$ cat src/rtl/gcd_pkg.sv
// Shared defaults and FSM encoding for the GCD operand feeder.
package gcd_pkg;

  localparam int unsigned GCD_WIDTH = 8;
  localparam int unsigned GCD_DEPTH = 8;

  typedef enum logic [2:0] {
    S_IDLE     = 3'd0,
    S_ISSUE    = 3'd1,
    S_WAIT_RES = 3'd2,
    S_NEXT     = 3'd3,
    S_FIN      = 3'd4
  } gcd_state_e;

endpackage

$ cat src/rtl/gcd_operand_feeder_if.sv
// Operand offer / result return handshake between the feeder and a GCD engine.
interface gcd_operand_feeder_if
  import gcd_pkg::*;
#(
  parameter int unsigned WIDTH = GCD_WIDTH
);

  logic             op_valid;
  logic             op_ready;
  logic [WIDTH-1:0] op_a;
  logic [WIDTH-1:0] op_b;
  logic             res_valid;
  logic [WIDTH-1:0] res_data;
  logic             res_ready;

  // Feeder side
  modport master (
    output op_valid, op_a, op_b, res_ready,
    input  op_ready, res_valid, res_data
  );

  // Engine side
  modport slave (
    input  op_valid, op_a, op_b, res_ready,
    output op_ready, res_valid, res_data
  );

endinterface

$ cat src/rtl/gcd_pair_ram.sv
// Operand-pair table and result table; synchronous writes, combinational reads, no reset.
module gcd_pair_ram
  import gcd_pkg::*;
#(
  parameter  int unsigned WIDTH = GCD_WIDTH,
  parameter  int unsigned DEPTH = GCD_DEPTH,
  localparam int unsigned AW    = $clog2(DEPTH)
) (
  input  logic             clk,
  input  logic             op_we,
  input  logic [AW-1:0]    op_waddr,
  input  logic [WIDTH-1:0] op_wa,
  input  logic [WIDTH-1:0] op_wb,
  input  logic [AW-1:0]    op_raddr,
  output logic [WIDTH-1:0] op_ra,
  output logic [WIDTH-1:0] op_rb,
  input  logic             res_we,
  input  logic [AW-1:0]    res_waddr,
  input  logic [WIDTH-1:0] res_wdata,
  input  logic [AW-1:0]    res_raddr,
  output logic [WIDTH-1:0] res_rdata
);

  logic [WIDTH-1:0] mem_a [DEPTH];
  logic [WIDTH-1:0] mem_b [DEPTH];
  logic [WIDTH-1:0] mem_r [DEPTH];

  // Contents survive reset so a run can be repeated after an abort
  always_ff @(posedge clk) begin
    if (op_we) begin
      mem_a[op_waddr] <= op_wa;
      mem_b[op_waddr] <= op_wb;
    end
  end

  always_ff @(posedge clk) begin
    if (res_we) begin
      mem_r[res_waddr] <= res_wdata;
    end
  end

  assign op_ra     = mem_a[op_raddr];
  assign op_rb     = mem_b[op_raddr];
  assign res_rdata = mem_r[res_raddr];

endmodule

$ cat src/rtl/gcd_operand_feeder.sv
// Walks a table of operand pairs, offers each to a GCD engine and stores the returned results.
module gcd_operand_feeder
  import gcd_pkg::*;
#(
  parameter  int unsigned WIDTH = GCD_WIDTH,
  parameter  int unsigned DEPTH = GCD_DEPTH,
  localparam int unsigned AW    = $clog2(DEPTH)
) (
  input  logic                 clk,
  input  logic                 rst_n,
  input  logic                 start,
  input  logic [AW:0]          num_pairs,
  input  logic                 wr_en,
  input  logic [AW-1:0]        wr_addr,
  input  logic [WIDTH-1:0]     wr_a,
  input  logic [WIDTH-1:0]     wr_b,
  gcd_operand_feeder_if.master eng,
  input  logic [AW-1:0]        rd_addr,
  output logic [WIDTH-1:0]     rd_data,
  output logic [AW-1:0]        pair_idx,
  output logic                 busy,
  output logic                 done,
  output logic                 zero_err
);

  gcd_state_e       state_q, state_d;
  logic [AW:0]      np_q, np_d;
  logic [AW:0]      idx_inc;
  logic [AW-1:0]    idx_d;
  logic             zero_err_d;
  logic             done_d;
  logic             busy_d;
  logic             res_ready_q, res_ready_d;
  logic             op_valid_q, op_valid_d;
  logic [WIDTH-1:0] op_a_q, op_a_d;
  logic [WIDTH-1:0] op_b_q, op_b_d;
  logic             res_we;
  logic [WIDTH-1:0] res_wdata;
  logic [WIDTH-1:0] tab_a, tab_b;
  logic             pair_zero;
  logic             op_we;

  // Table is frozen while a run is in progress
  assign op_we     = wr_en && (state_q == S_IDLE);
  assign pair_zero = (tab_a == '0) || (tab_b == '0);

  gcd_pair_ram #(
    .WIDTH (WIDTH),
    .DEPTH (DEPTH)
  ) u_ram (
    .clk       (clk),
    .op_we     (op_we),
    .op_waddr  (wr_addr),
    .op_wa     (wr_a),
    .op_wb     (wr_b),
    .op_raddr  (idx_d),
    .op_ra     (tab_a),
    .op_rb     (tab_b),
    .res_we    (res_we),
    .res_waddr (pair_idx),
    .res_wdata (res_wdata),
    .res_raddr (rd_addr),
    .res_rdata (rd_data)
  );

  // Next-state, counters and result-table write
  always_comb begin
    state_d    = state_q;
    np_d       = np_q;
    idx_d      = pair_idx;
    zero_err_d = zero_err;
    done_d     = 1'b0;
    res_we     = 1'b0;
    res_wdata  = '0;
    idx_inc    = (AW+1)'(pair_idx) + (AW+1)'(1);

    unique case (state_q)
      S_IDLE: begin
        if (start) begin
          np_d       = (num_pairs > (AW+1)'(DEPTH)) ? (AW+1)'(DEPTH) : num_pairs;
          idx_d      = '0;
          zero_err_d = 1'b0;
          state_d    = (num_pairs == '0) ? S_FIN : S_ISSUE;
        end
      end
      S_ISSUE: begin
        // op_valid_q low here means the entry held a zero operand
        if (!op_valid_q) begin
          zero_err_d = 1'b1;
          res_we     = 1'b1;
          state_d    = S_NEXT;
        end else if (eng.op_ready) begin
          state_d = S_WAIT_RES;
        end
      end
      S_WAIT_RES: begin
        if (eng.res_valid) begin
          res_we    = 1'b1;
          res_wdata = eng.res_data;
          state_d   = S_NEXT;
        end
      end
      S_NEXT: begin
        idx_d   = idx_inc[AW-1:0];
        state_d = (idx_inc == np_q) ? S_FIN : S_ISSUE;
      end
      S_FIN: begin
        done_d  = 1'b1;
        state_d = S_IDLE;
      end
      default: state_d = S_IDLE;
    endcase
  end

  // Offer is loaded on entry to ISSUE and held until the transfer
  always_comb begin
    op_valid_d = 1'b0;
    op_a_d     = op_a_q;
    op_b_d     = op_b_q;
    if (state_d == S_ISSUE) begin
      if (state_q == S_ISSUE) begin
        op_valid_d = op_valid_q;
      end else begin
        op_valid_d = !pair_zero;
        op_a_d     = tab_a;
        op_b_d     = tab_b;
      end
    end
  end

  assign busy_d      = (state_d != S_IDLE);
  assign res_ready_d = (state_d == S_WAIT_RES);

  always_ff @(posedge clk or negedge rst_n) begin
    if (!rst_n) begin
      state_q     <= S_IDLE;
      np_q        <= '0;
      pair_idx    <= '0;
      zero_err    <= 1'b0;
      done        <= 1'b0;
      busy        <= 1'b0;
      res_ready_q <= 1'b0;
      op_valid_q  <= 1'b0;
      op_a_q      <= '0;
      op_b_q      <= '0;
    end else begin
      state_q     <= state_d;
      np_q        <= np_d;
      pair_idx    <= idx_d;
      zero_err    <= zero_err_d;
      done        <= done_d;
      busy        <= busy_d;
      res_ready_q <= res_ready_d;
      op_valid_q  <= op_valid_d;
      op_a_q      <= op_a_d;
      op_b_q      <= op_b_d;
    end
  end

  assign eng.op_valid  = op_valid_q;
  assign eng.op_a      = op_a_q;
  assign eng.op_b      = op_b_q;
  assign eng.res_ready = res_ready_q;

endmodule

$ cat src/flat_wrapper.sv
// flat-port wrapper written by rule: the top's interface ports become plain ports
module gcd_operand_feeder_flat import gcd_pkg::*;
#(
  parameter  int unsigned WIDTH = GCD_WIDTH,
  parameter  int unsigned DEPTH = GCD_DEPTH,
  localparam int unsigned AW    = $clog2(DEPTH)
)
  (clk, rst_n, start, num_pairs, wr_en, wr_addr, wr_a, wr_b, rd_addr, rd_data, pair_idx, busy, done, zero_err, eng_op_valid, eng_op_a, eng_op_b, eng_res_ready, eng_op_ready, eng_res_valid, eng_res_data);
  gcd_operand_feeder_if #(.WIDTH(WIDTH)) eng_i ();
  input  logic clk;
  input  logic rst_n;
  input  logic start;
  input  logic [AW:0] num_pairs;
  input  logic wr_en;
  input  logic [AW-1:0] wr_addr;
  input  logic [WIDTH-1:0] wr_a;
  input  logic [WIDTH-1:0] wr_b;
  input  logic [AW-1:0] rd_addr;
  output logic [WIDTH-1:0] rd_data;
  output logic [AW-1:0] pair_idx;
  output logic busy;
  output logic done;
  output logic zero_err;
  output wire logic [$bits(eng_i.op_valid)-1:0] eng_op_valid;
  output wire logic [$bits(eng_i.op_a)-1:0] eng_op_a;
  output wire logic [$bits(eng_i.op_b)-1:0] eng_op_b;
  output wire logic [$bits(eng_i.res_ready)-1:0] eng_res_ready;
  input wire logic [$bits(eng_i.op_ready)-1:0] eng_op_ready;
  input wire logic [$bits(eng_i.res_valid)-1:0] eng_res_valid;
  input wire logic [$bits(eng_i.res_data)-1:0] eng_res_data;
  assign eng_op_valid = eng_i.op_valid;
  assign eng_op_a = eng_i.op_a;
  assign eng_op_b = eng_i.op_b;
  assign eng_res_ready = eng_i.res_ready;
  assign eng_i.op_ready = eng_op_ready;
  assign eng_i.res_valid = eng_res_valid;
  assign eng_i.res_data = eng_res_data;
  gcd_operand_feeder #(.WIDTH(WIDTH), .DEPTH(DEPTH)) u_core (.clk(clk), .rst_n(rst_n), .start(start), .num_pairs(num_pairs), .wr_en(wr_en), .wr_addr(wr_addr), .wr_a(wr_a), .wr_b(wr_b), .eng(eng_i), .rd_addr(rd_addr), .rd_data(rd_data), .pair_idx(pair_idx), .busy(busy), .done(done), .zero_err(zero_err));
endmodule
$ cat config.mk
export PLATFORM = sky130hd
export DESIGN_NAME = gcd_operand_feeder_flat
export DESIGN_NICKNAME = d
export VERILOG_FILES = /design/src/rtl/gcd_pkg.sv /design/src/rtl/gcd_operand_feeder_if.sv /design/src/rtl/gcd_pair_ram.sv /design/src/rtl/gcd_operand_feeder.sv /design/src/flat_wrapper.sv
export SDC_FILE = /design/constraint.sdc
export NUM_CORES = 1
export LEC_CHECK = 0
export ABC_AREA = 1
export CORE_MARGIN = 5
export CORE_UTILIZATION = 29
export DETAILED_ROUTE_END_ITERATION = 7
export MAX_ROUTING_LAYER = met4
export PLACE_DENSITY = 0.52
export SETUP_SLACK_MARGIN = 0.2
export SLEW_MARGIN = 30
export SYNTH_ARGS = -nofsm -noshare
export SYNTH_HDL_FRONTEND = slang
export SYNTH_SLANG_ARGS = --single-unit
$ cat constraint.sdc
create_clock -name clk -period 2.6 [get_ports clk]
set_input_delay 0.52 -clock clk [delete_from_list [all_inputs] [get_ports clk]]
set_output_delay 0.52 -clock clk [all_outputs]
set_load 0.03 [all_outputs]
; After elaboration in Yosys (flattened, before gate mapping)
; Memory sizes are Yosys's and may differ from the RTL's.
; Cells that the tools add are included.
; W data, S select, Z words.
[totals]
register_bits = 31
latchBits = 0
ramBits = 192
romBits = 0
output_inout_bits = 32
wordCells = 63
mem_count = 3
[op_classes]
add_sub_neg = 1
mul = 0
div_mod_pow = 0
n_lt_le_gt_ge = 1
n_eq_ne = 10
shift = 0
n_mux = 25
n_bitwise = 1
reduce_logical = 12
[memory_table]
columns = memory, words, word_bits, read_ports, rd_ports_with_merged_regs, wr, line
row1 = u_core.u_ram.mem_a, 8, 8, 1, 0, 1, gcd_pair_ram.sv:24  ; logic [WIDTH-1:0] mem_a [DEPTH];
row2 = u_core.u_ram.mem_b, 8, 8, 1, 0, 1, gcd_pair_ram.sv:25  ; logic [WIDTH-1:0] mem_b [DEPTH];
row3 = u_core.u_ram.mem_r, 8, 8, 1, 0, 1, gcd_pair_ram.sv:26  ; logic [WIDTH-1:0] mem_r [DEPTH];
[op_table]
columns = operator, count
row1 = $mux W3, 7
row2 = $logic_not A8 Y1, 2
row3 = $mux W8, 2
row4 = $pmux W3 S4, 1
row5 = $mux W1, 11
row6 = $eq A3 B2 Y1 const B, 3
row7 = $eq A3 B1 Y1 const B, 2
row8 = $ne A2 B2 Y1 const B, 3
row9 = $pmux W3 S2, 1
row10 = $add A3 B1 Y4 const B, 1
row11 = $eq A4 B4 Y1, 1
row12 = $gt A4 B4 Y1 const B, 1
row13 = $logic_not A4 Y1, 1
row14 = $mux W4, 1
row15 = $pmux W1 S2, 2
row16 = $reduce_and A2 Y1, 2
row17 = $eq A3 B3 Y1 const B, 1
row18 = $logic_not A3 Y1, 1
row19 = $reduce_and A3 Y1, 1
row20 = $reduce_bool A3 Y1, 1
row21 = $reduce_bool A2 Y1, 1
row22 = $logic_and A1 B1 Y1, 1
row23 = $logic_not A1 Y1, 1
row24 = $logic_or A1 B1 Y1, 1
row25 = $not A1 Y1, 1

; Logic depth before layout (Yosys ltp)
; An unclocked memory read counts as a cell.
[logic_depth]
depth_word = 8
ltp_mapped = 16
depth_no_buf = 14

; By module
; From an unflattened synthesis, not the netlist that was laid out.
[hier_totals]
cells_unflattened = 1068
hier_area_um2 = 10055.9
[by_module_without_submodules]
columns = module, n_inst, cells_per_inst, area_each_um2
row1 = gcd_pair_ram, 1, 866, 8520.7
row2 = gcd_operand_feeder, 1, 202, 1535.2

; Least setup slack after synthesis
; No wires, ideal clock.
[synth_timing]
kind = register -> register
start = register u_core.state_q[1]
end = memory u_core.u_ram.mem_a[0][0] in the netlist's numbering, enable pin
setup_ns = 0.409
t_arrival_ns = 2.044
required_ns = 2.191
path_slack_ns = 0.147
stages_incl_launch_ff = 6
synth_period_minus_slack_ns = 2.453
path_cell_list = dfrtp_1 nor2_2 nand2_1 nor2_1 nand2_1 nor3_1
[synth_via]
elab_chain_cells = 4
[synth_lines]
columns = item, line
row1 = from (decl), gcd_operand_feeder.sv:26  ; gcd_state_e state_q, state_d;
row2 = from (signal assigned), gcd_operand_feeder.sv:147  ; state_q <= state_d;
row3 = $logic_not A3 Y1, gcd_operand_feeder.sv:44  ; assign op_we = wr_en && (state_q == S_IDLE);
row4 = $logic_and A1 B1 Y1, gcd_operand_feeder.sv:44
row5 = $mux W1, gcd_pair_ram.sv:30  ; if (op_we) begin
row6 = $mux W1 (not written as such), gcd_pair_ram.sv:31  ; mem_a[op_waddr] <= op_wa;
row7 = to (decl), gcd_pair_ram.sv:24
; Every way passes these cells.

; Worst setup path after layout
[layout_timing]
start = input rd_addr[0]
end = output rd_data[3]
[layout_via]
elab_chain_cells = 1
[layout_lines]
columns = item, line
row1 = from (decl), flat_wrapper.sv:18  ; input logic [AW-1:0] rd_addr;
row2 = $mem_v2 Z8 W8, n/a
row3 = to (decl), flat_wrapper.sv:19  ; output logic [WIDTH-1:0] rd_data;
; Every way passes these cells.

==> reports/results.tsv <==
stage	metric	value	unit
status	outcome	finished, final reports clean	
global_routing	track_usage	13.3	%
final_layout	nNetsFinal	1010	
setup_path	startpoint	rd_addr[0]	
sta	worst_slack	0.318	ns
setup_path	r2r_start	u_core.state_q[0]$_DFF_PN0_	
routing	route.detailed.drc	0	
sta	slew_headroom	64.2	%
setup_path	path_max_fanout	11	
yosys	syn_area_per_cell	11.1	um2
routing	drtPass1Iterations	5	
routing	drtAntennaViolNets	0	
setup_path	worstPathRequired	2.08	ns
clock_tree	clkLatencyLatePin	0.53	ns
sta	finalSetupTns	0	ns
setup_path	r2r_cells	14	
global_routing	grt_pass1_wl	36900	um
placement	gp_congestion	0.807	
routing	via_per_inst	4.57	
sta	setup_viol	0	
clock_tree	cts_tree	built	
yosys	syn_inst	851	
clock_tree	cts_num_sinks	223	
setup_path	crit_arrival	1.76	ns
yosys	netlist_area	0.00945	mm2
sta	rsz0062_at_grt	true	
final_layout	drive_gt1_share	13.1	%
setup_path	crit_chain	dlygate4sd2_1 > buf_4 > o21ai_0 > o22ai_1 > nor2_1 > a31oi_1 > buf_4	
setup_path	criticalPathCategory	input port to primary output	
clock_tree	clk_pin_slew	0.06	ns
die	die_h	191	um
placement	place_ws	-0.0735	ns
die	die_w	191	um
sta	finalCritPeriodShare	87.8	%
routing	wl_per_cell	16.9	um
die	floorplan.rows	66	
sta	fmax	438	MHz
global_routing	antenna_found_initial	0	
yosys	syn_nets	892	
global_routing	grt_start_max_net_pins	65	
global_routing	grt_overflow	0	
clock_tree	cts_buffer_depth	3	
yosys	ys_warn_count	0	
yosys	synth.distinct_cells	32	
setup_path	path_buf_inv	3	
worst_hold_path	hold_class	input port to asynchronous set/reset pin	
yosys	ys_ff_latch	223	
power_and_ir_drop	p_leak	4.62	nW
power_and_ir_drop	p_per_area	1170	mW/mm2
yosys	yosysSeqAreaShare	69.2	%
run	maxCapViolCount	0	
global_routing	grt_pass1_vias	6311	
clock_tree	h-tree-depth	1	
power_and_ir_drop	vdd_drop_max	0.574	mV
sta	finClkSkew	0.0167	ns
die	die-area	0.0363	mm2
die	core_area	0.0324	mm2
die	initial_core_util	29.2	%
setup_path	endpoint_kind	primary output	
final_layout	syn_to_final_growth	26.3	%
final_layout	fillers	3210	
setup_path	cpPeakStageDelay	0.33	ns
clock_tree	numCtsBuffers	25	
routing	drt_wl_total	24200	um
placement	hpwl	15100	um
final_layout	antenna_cells	0	
routing	dr_total_vias	6524	
setup_path	crit_top_cell	buf_4	
setup_path	slowest_stage	dlygate4sd2_1	
placement	port_buffers	71	
setup_path	path_delay_family	buffers and inverters	
clock_tree	cts-root-buf	clkbuf_16	
setup_path	r2r_end	u_core.eng.op_valid$_DFFE_PN0P_	
sta	hold_viol_final	0	
routing	drt_iter0_markers	455	
power_and_ir_drop	design_power_total	14.0	mW
setup_path	r2r_setup_slack	0.39	ns
sta	final-max-slew-violation-count	0	
clock_tree	cts-hold-fix-buffers	0	
sta	max_slew.worst_pin.slew	0.535	ns
die	num_io_pins	72	
setup_path	cp-start-kind	input port	
sta	period_needed	2.28	ns
## area by class of cell
| class | instances | area (um2) | area share (%) |
|---|---|---|---|
| flip-flops and latches | 223 | 6540 | 54.8 |
| clock inverters | 19 | 155 | 1.30 |
| repair buffers | 134 | 1310 | 11.0 |
| clock buffers | 26 | 629 | 5.27 |
| multi-input cells | 505 | 2440 | 20.5 |
| inverters | 80 | 303 | 2.54 |
| well taps | 442 | 553 | 4.63 |
## routing by layer
metal | vias to the layer above | global-route usage, % | routed length (um)
li1 | 3168 | - | -
met1 | 3121 | 17.5 | 10600
met2 | 190 | 21.9 | 11500
met3 | 45 | 1.92 | 1440
met4 | 0 | 3.45 | 644
met5 | - | - | 0
## layout by cell type, fill, tap and decap left out, types with 2 or more instances in the layout
| master | n |
|---|---|
| dlygate4sd2_1 | 3 |
| buf_12 | 7 |
| inv_1 | 75 |
| bufinv_16 | 2 |
| o21ai_0 | 53 |
| nand3_2 | 2 |
| nand3b_1 | 38 |
| inv_6 | 2 |
| clkinv_1 | 6 |
| xor2_1 | 4 |
| nor2_1 | 86 |
| edfxtp_1 | 192 |
| nor3_1 | 6 |
| buf_4 | 59 |
| a31oi_1 | 8 |
| o21ai_2 | 2 |
| o22ai_1 | 8 |
| nand2_2 | 4 |
| clkbuf_16 | 27 |
| inv_2 | 3 |
| nand3_1 | 119 |
| nor3_2 | 2 |
| nand2_1 | 160 |
| clkdlybuf4s50_1 | 60 |
| clkinvlp_4 | 2 |
| dfrtp_1 | 31 |
| clkinv_2 | 7 |
## metrics by stage
step                      instances  cell area, um2  utilization, %  hold WS (ns)
final                          1429           11900            36.9         0.395
after global routing           1429           11900            36.9         0.428
after CTS                      1426           11800            36.6         0.397
after detailed placement       1380           11000            34.0         0.481
after global placement         1380           11000            34.0         0.472
after floorplan                 851            9460               -         0.224
## worst max-delay path by stage
stage / endpoint / cells past startpoint
2_1_floorplan: u_core.u_ram.mem_r[6][0]$_DFFE_PP_ / 5
3_3_place_gp: u_core.eng.op_valid$_DFFE_PN0P_ / 13
3_5_place_dp: u_core.eng.op_valid$_DFFE_PN0P_ / 13
4_1_cts: u_core.eng.op_valid$_DFFE_PN0P_ / 14
5_1_grt: u_core.eng.op_valid$_DFFE_PN0P_ / 14
6_report: rd_data[3] / 7
## registers in the layout, summed over array words and instances (netlist names)
signal	flops
u_core.eng.op_a	8
u_core.u_ram.mem_r	64
u_core.eng.op_valid	1
u_core.np_q	4
u_core.busy	1
u_core.state_q	3
u_core.eng.res_ready	1
u_core.u_ram.mem_b	64
u_core.pair_idx	3
u_core.done	1
u_core.u_ram.mem_a	64
u_core.zero_err	1
u_core.eng.op_b	8
## kinds of logic (layout without fill, tap and decap cells)
family | Yosys count | in the layout | share of synthesized area, %
AO/OA/AOI/OAI | 75 | 75 | 4.36
buffers and inverters | 123 | 259 | 5.52
flip-flops | 223 | 223 | 69.2
AND/OR/NAND/NOR | 424 | 424 | 20.3
adder cells (fa/ha/maj) | 1 | 1 | 0.132
XOR/XNOR | 5 | 5 | 0.463
## where the power goes
group	internal [mW]	switching, mW
clock	1.96	1.40
combinational	2.28	3.75
sequential	4.34	0.251
total	8.57	5.40
## synthesized netlist by cell type (all sizes together)
master | n | area (um2)
nor2 | 87 | 329
a31oi | 8 | 50.1
o22ai | 8 | 50.1
nor4 | 1 | 6.26
clkinv | 1 | 3.75
xnor2 | 1 | 8.76
buf | 33 | 184
or2 | 2 | 12.5
o21a | 1 | 7.51
nand3 | 122 | 621
nand4 | 1 | 6.26
inv | 79 | 297
a22o | 1 | 8.76
ha | 1 | 12.5
a211oi | 1 | 7.51
a21oi | 1 | 5.00
nand2 | 165 | 619
dfrtp | 31 | 776
edfxtp | 192 | 5770
nand3b | 38 | 285
clkbuf | 10 | 37.5
o21ai | 55 | 283
nor3 | 8 | 40.0
xor2 | 4 | 35.0
## repair_timing
item | in CTS | in global routing
endpoints found under the setup margin | 10 | 6
resized for setup | 6 | 12
pin swaps | 0 | 1
setup buffers | 0 | 1
gates cloned | 1 | 2
No activity file was read; power rests on OpenSTA's default activity.
